[config.mk]
export PLATFORM = sky130hd
export DESIGN_NAME = sbox_share_ctrl
export DESIGN_NICKNAME = d
export VERILOG_FILES = /design/src/rtl/sbox_share_pkg.sv /design/src/rtl/sbox.sv /design/src/rtl/sbox_share_lane_array.sv /design/src/rtl/sbox_share_ctrl.sv
export SDC_FILE = /design/constraint.sdc
export NUM_CORES = 2
export LEC_CHECK = 0
export ABC_AREA = 0
export BUFFER_PORTS_ARGS = -buffer_cell sky130_fd_sc_hd__buf_4
export CAP_MARGIN = 20
export CORE_ASPECT_RATIO = 1.1
export CORE_MARGIN = 2
export CORE_UTILIZATION = 61
export DETAILED_ROUTE_END_ITERATION = 8
export PLACE_DENSITY_LB_ADDON = 0.3
export SLEW_MARGIN = 15
export SYNTH_ARGS = -nofsm -noshare
export SYNTH_HDL_FRONTEND = slang
export SYNTH_SLANG_ARGS = --single-unit
[constraint.sdc]
create_clock -name clk -period 44.9 [get_ports clk]
set_input_delay 4.49 -clock clk [delete_from_list [all_inputs] [get_ports clk]]
set_output_delay 4.49 -clock clk [all_outputs]
set_load 0.005 [all_outputs]
[src/rtl/sbox_share_pkg.sv]
// Shared definitions for the S-box time-sharing controller: FSM states,
// grant encoding and beat-count helpers derived from the lane count.
package sbox_share_pkg;

  typedef enum logic [1:0] {
    IDLE      = 2'd0,
    RUN_STATE = 2'd1,
    RUN_WORD  = 2'd2
  } ctrlState_t;

  localparam logic GRANT_STATE = 1'b0;
  localparam logic GRANT_WORD  = 1'b1;

  localparam int STATE_BYTES = 16;
  localparam int WORD_BYTES  = 4;
  localparam int BEAT_W      = 4;

  // Number of beats a state job takes with the given lane count.
  function automatic int stateBeats(input int lanes);
    return STATE_BYTES / lanes;
  endfunction

  // Number of beats a word job takes with the given lane count.
  function automatic int wordBeats(input int lanes);
    return WORD_BYTES / lanes;
  endfunction

endpackage

[src/rtl/sbox.sv]
// AES forward S-box for one byte: multiplicative inverse in GF(2^8)
// (computed as x^254) followed by the AES affine transform.
module sbox (
  input  logic [7:0] byteIn,
  output logic [7:0] byteOut
);

  function automatic logic [7:0] gfMul(input logic [7:0] a, input logic [7:0] b);
    logic [7:0] acc;
    logic [7:0] sh;
    acc = 8'h00;
    sh  = a;
    for (int i = 0; i < 8; i++) begin
      if (b[i]) acc = acc ^ sh;
      sh = {sh[6:0], 1'b0} ^ (sh[7] ? 8'h1b : 8'h00);
    end
    return acc;
  endfunction

  // x^254 through an addition chain; maps 0 to 0 as the S-box requires.
  function automatic logic [7:0] gfInv(input logic [7:0] x);
    logic [7:0] x2, x3, x6, x12, x15, x30, x60, x120, x240, x252;
    x2   = gfMul(x, x);
    x3   = gfMul(x2, x);
    x6   = gfMul(x3, x3);
    x12  = gfMul(x6, x6);
    x15  = gfMul(x12, x3);
    x30  = gfMul(x15, x15);
    x60  = gfMul(x30, x30);
    x120 = gfMul(x60, x60);
    x240 = gfMul(x120, x120);
    x252 = gfMul(x240, x12);
    return gfMul(x252, x2);
  endfunction

  logic [7:0] inv;

  // Inverse then affine transform.
  always_comb begin
    inv     = gfInv(byteIn);
    byteOut = inv ^ {inv[6:0], inv[7]} ^ {inv[5:0], inv[7:6]}
            ^ {inv[4:0], inv[7:5]} ^ {inv[3:0], inv[7:4]} ^ 8'h63;
  end

endmodule

[src/rtl/sbox_share_lane_array.sv]
// LANES parallel S-box instances. Lane k handles the k-th byte counted
// from the MSB end of the bus, matching the buffer byte ordering.
module sbox_lane_array #(
  parameter int LANES = 4
) (
  input  logic [8*LANES-1:0] laneIn,
  output logic [8*LANES-1:0] laneOut
);

  for (genvar k = 0; k < LANES; k++) begin : gLane
    sbox uSbox (
      .byteIn (laneIn [8*LANES-1-8*k -: 8]),
      .byteOut(laneOut[8*LANES-1-8*k -: 8])
    );
  end

endmodule

[src/rtl/sbox_share_ctrl.sv]
// Time-shares LANES S-box lanes between SubBytes (128-bit state) and
// SubWord (32-bit word) requests. Non-preemptive arbiter, one job at a time,
// LANES bytes per beat, one-cycle result pulse per job.
// Build option: define SBOX_SHARE_FIXED_PRIO_EN to give the word request
// fixed priority on a tie instead of round-robin.
module sbox_share_ctrl
  import sbox_share_pkg::*;
#(
  parameter int LANES = 4
) (
  input  logic         clk,
  input  logic         rst_n,
  input  logic         stateInValid,
  input  logic [127:0] stateIn,
  output logic         stateInReady,
  input  logic         wordInValid,
  input  logic [31:0]  wordIn,
  output logic         wordInReady,
  output logic         stateOutValid,
  output logic [127:0] stateOut,
  output logic         wordOutValid,
  output logic [31:0]  wordOut
);

  localparam int LANE_W = 8 * LANES;
  localparam logic [BEAT_W-1:0] STATE_LAST = BEAT_W'(stateBeats(LANES) - 1);
  localparam logic [BEAT_W-1:0] WORD_LAST  = BEAT_W'(wordBeats(LANES) - 1);

  ctrlState_t          curState, nextState;
  logic [BEAT_W-1:0]   beat;
  logic [127:0]        jobBuf;
  logic [127:0]        resReg;
  logic [127:0]        resNext;
  logic [LANE_W-1:0]   laneIn, laneOut;
  logic                grantState, grantWord;
  logic                stateAccept, wordAccept;
  logic                lastBeat;

`ifndef SBOX_SHARE_FIXED_PRIO_EN
  logic lastGrant;
`endif

  // Arbitration: a lone requester wins; a tie is settled by priority mode.
  // NOTE: every always_comb output gets a default first so no latch is inferred.
  always_comb begin
    grantState = 1'b0;
    grantWord  = 1'b0;
    if (stateInValid && wordInValid) begin
`ifdef SBOX_SHARE_FIXED_PRIO_EN
      grantWord = 1'b1;
`else
      if (lastGrant == GRANT_WORD) grantState = 1'b1;
      else                         grantWord  = 1'b1;
`endif
    end else begin
      grantState = stateInValid;
      grantWord  = wordInValid;
    end
  end

  assign stateInReady = (curState == IDLE) && grantState;
  assign wordInReady  = (curState == IDLE) && grantWord;
  assign stateAccept  = stateInValid && stateInReady;
  assign wordAccept   = wordInValid && wordInReady;

  assign lastBeat = ((curState == RUN_STATE) && (beat == STATE_LAST))
                 || ((curState == RUN_WORD)  && (beat == WORD_LAST));

  // Word jobs sit in the top 32 bits so both job types share one indexing.
  assign laneIn = jobBuf[127 - LANE_W*int'(beat) -: LANE_W];

  sbox_lane_array #(.LANES(LANES)) uLanes (
    .laneIn (laneIn),
    .laneOut(laneOut)
  );

  // Result register with the current beat's lane outputs merged in.
  always_comb begin
    resNext = resReg;
    resNext[127 - LANE_W*int'(beat) -: LANE_W] = laneOut;
  end

  // Next-state logic.
  always_comb begin
    nextState = curState;
    unique case (curState)
      IDLE: begin
        if (stateAccept)     nextState = RUN_STATE;
        else if (wordAccept) nextState = RUN_WORD;
      end
      RUN_STATE, RUN_WORD: begin
        if (lastBeat) nextState = IDLE;
      end
      default: nextState = IDLE;
    endcase
  end

  // State register.
  // NOTE: sequential state uses non-blocking assignments so every flop samples pre-edge values.
  always_ff @(posedge clk) begin
    if (!rst_n) curState <= IDLE;
    else        curState <= nextState;
  end

`ifndef SBOX_SHARE_FIXED_PRIO_EN
  // Remember who the most recent accepted job served.
  always_ff @(posedge clk) begin
    if (!rst_n)          lastGrant <= GRANT_WORD;
    else if (stateAccept) lastGrant <= GRANT_STATE;
    else if (wordAccept)  lastGrant <= GRANT_WORD;
  end
`endif

  // Job buffer and scratch result: pure datapath, always written before read.
  // NOTE: these wide data registers are deliberately not reset; only control and visible outputs are.
  always_ff @(posedge clk) begin
    if (stateAccept)     jobBuf <= stateIn;
    else if (wordAccept) jobBuf <= {wordIn, 96'h0};
    if (curState != IDLE) resReg <= resNext;
  end

  // Beat counter, published outputs and one-cycle completion pulses.
  always_ff @(posedge clk) begin
    if (!rst_n) begin
      beat          <= '0;
      stateOutValid <= 1'b0;
      wordOutValid  <= 1'b0;
      stateOut      <= '0;
      wordOut       <= '0;
    end else begin
      stateOutValid <= (curState == RUN_STATE) && lastBeat;
      wordOutValid  <= (curState == RUN_WORD) && lastBeat;
      if (stateAccept || wordAccept || lastBeat) beat <= '0;
      else if (curState != IDLE)                 beat <= beat + 1'b1;
      if ((curState == RUN_STATE) && lastBeat) stateOut <= resNext;
      if ((curState == RUN_WORD) && lastBeat)  wordOut  <= resNext[127:96];
    end
  end

endmodule
==> results.yml <==
outcome:
  outcome: "completed"
logic_synthesis:
  ys_seq_elements: 425
  ys_types: 134
  synth_edf_count: 256
  synth_fp_nets: 7901
  avgSynthCellArea_um2: 8.54
  synth_common_cells: "xnor2_1 (1,110), nor2_1 (909), nand2_1 (835)"
  netlist.area_leader.share_pct: 14.8
  synth_area_um2: 65800
  ys_warn_count: 0
  synthCells: 7703
  ys.flop_type: "edfxtp_1"
  yosys.area.top_type: "xnor2_1"
  ys_top_cells_by_area: "xnor2_1 (15%), edfxtp_1 (12%), xnor3_1 (11%)"
  ys_seq_area_share_pct: 16.8
  yosysMostFrequentCell: "xnor2_1"
  async_reset_ff_share_pct: 0
sta:
  final_max_slew_viol_count: 0
  rsz0062_at_grt: "false"
  hold_viol_final: 0
  worst_pin_slew_ns: 1.14
  finalSetupTns_ns: 0
  skew_ns: 0.0448
  fmax_mhz: 38.0
  setup_violations: 0
  period_needed_ns: 26.31
  finalCritPeriodShare_pct: 58.6
  max-slew-margin-rel_pct: 23.9
die:
  core-area_um2: 107000
  die_y_um: 348
  floorplan.rows: 126
  die-area_um2: 110000
  io_pins: 328
  die_w_um: 317
  start_util_pct: 61.4
clocking:
  max-clock-path-buffers: 3
  cts_tree: "built"
  cts.repair.resized: 0
  cts_sinks: 425
  cts_setup_buffers: 0
  h-tree-depth: 2
  clock_latency_ns: 0.63
  cts_root_buf: "clkbuf_16"
  numCtsBuffers: 43
  clk_pin_slew_ns: 0.07
  cts-hold-fix-buffers: 0
global_routing:
  grt.busiest_layer: "met2"
  use_met3_pct: 6.55
  met1_usage_pct: 43.6
  track_usage_pct: 32.9
  grt_pass1_wl_um: 297000
  grt_antenna_before_repair: 7
  grt_max_degree: 99
  overflow: 0
  grt_pass1_vias: 54000
  gr-usage-met2_pct: 54.0
drt:
  ant_nets: 0
  wire_per_inst_um: 20.6
  routed_via_density: 6.25
  dr_total_vias: 57300
  drt-initial-drc-count: 5699
  drc: 0
  dr.pass1.iters: 6
  wl_um: 189000
critical_path:
  cpMostUsedCell: "xnor2_1"
  crit_slowest_cell: "xnor3_1"
  critPathCaptureType: "flip-flop"
  crit_arrival_ns: 26.85
  worstPathMaxFanout: 62
  cpPeakStageDelay_ns: 1.04
  crit_type: "flip-flop to flip-flop"
  required_ns: 45.44
  start_kind: "flip-flop"
layout:
  num-nets-final: 7912
  synthToLayoutAreaGrowth_pct: 7.10
  drive_gt1_share_pct: 12.8
placed_design:
  io_buffers: 327
  gp_congestion: 0.959
  dpl.hpwl_um: 136000
hold_path:
  min_path_type: "flip-flop to flip-flop"
job:
  max_cap_viol_count: 0
==> worst max-delay path: cells and delay by family, from the launching register on <==
kind,cells,cell delay (ns)
compound gates,3,0.45
xor+xnor,39,16.48
fa+ha+maj,6,2.76
buf+inv,10,3.38
flops,1,0.65
mux,1,0.32
simple gates,14,2.04
==> layer usage <==
layer	share of wire, %	vias up	routed length [µm]
met3	9.4	404	17700
met4	3.0	6	5670
met5	0.019	-	35
met2	47	2665	88600
li1	-	26900	-
met1	41	27400	76800
==> final timing paths <==
path | from | end | slack [ns] | cells past startpoint
setup / recovery | beat[2] | stateOut[89] | 18.59 | 73
hold / removal | stateOut[59] | stateOut[59] | 0.46 | 2
setup reg to reg | beat[2] | stateOut[89] | 18.59 | 73
hold reg to reg | stateOut[59] | stateOut[59] | 0.46 | 2
==> cells in the final DEF, fill, tap and decap left out, types with 167 or more instances in the layout <==
cell      instances
xor2_1          419
a21oi_1         309
dfxtp_1         167
xnor3_1         332
mux2i_1         233
edfxtp_1        256
and2_1          206
nand3_1         169
o21ai_0         289
buf_4           478
nand2_1         834
xnor2_1        1101
nor3_1          174
nor2_1          905
==> stage by stage <==
step | hold slack (ns) | setup slack, ns | cell area, µm² | instances | utilization, %
6_report | 0.457 | 18.59 | 70400 | 9163 | 65.8
3_5_place_dp | 0.450 | 18.72 | 68800 | 9066 | 64.3
2_1_floorplan | 0.451 | 23.22 | 65800 | 7703 | -
4_1_cts | 0.459 | 18.56 | 70300 | 9146 | 65.7
5_1_grt | 0.477 | 17.01 | 70400 | 9157 | 65.8
3_3_place_gp | 0.444 | 18.80 | 68800 | 9064 | 64.3
==> layout make-up <==
cell class	count	area, µm²
multi-input cells	6619	51900
fillers	8686	36600
flip-flops and latches	425	11100
repair buffers	482	3640
well taps	1408	1760
clock buffers	56	1220
inverters	143	547
clock inverters	24	285
diodes	6	15.0
==> flip-flops by register name, summed over array words and instances (netlist names) <==
name and flops:
stateOutValid 1, curState 2, beat 4, lastGrant 1, stateOut 128, wordOut 32
wordOutValid 1, jobBuf 128, resReg 128
==> cell families after synthesis <==
group / count (synthesis) / share of synthesized area (%)
buf+inv: 659 / 4.51
fa+ha+maj: 34 / 0.647
compound gates: 1452 / 15.0
mux: 382 / 6.79
flops: 425 / 16.8
simple gates: 2702 / 18.9
xor+xnor: 2049 / 37.4
Power is not shown: default switching activity piles up to over one toggle a cycle in this logic, so the estimate is an artifact.
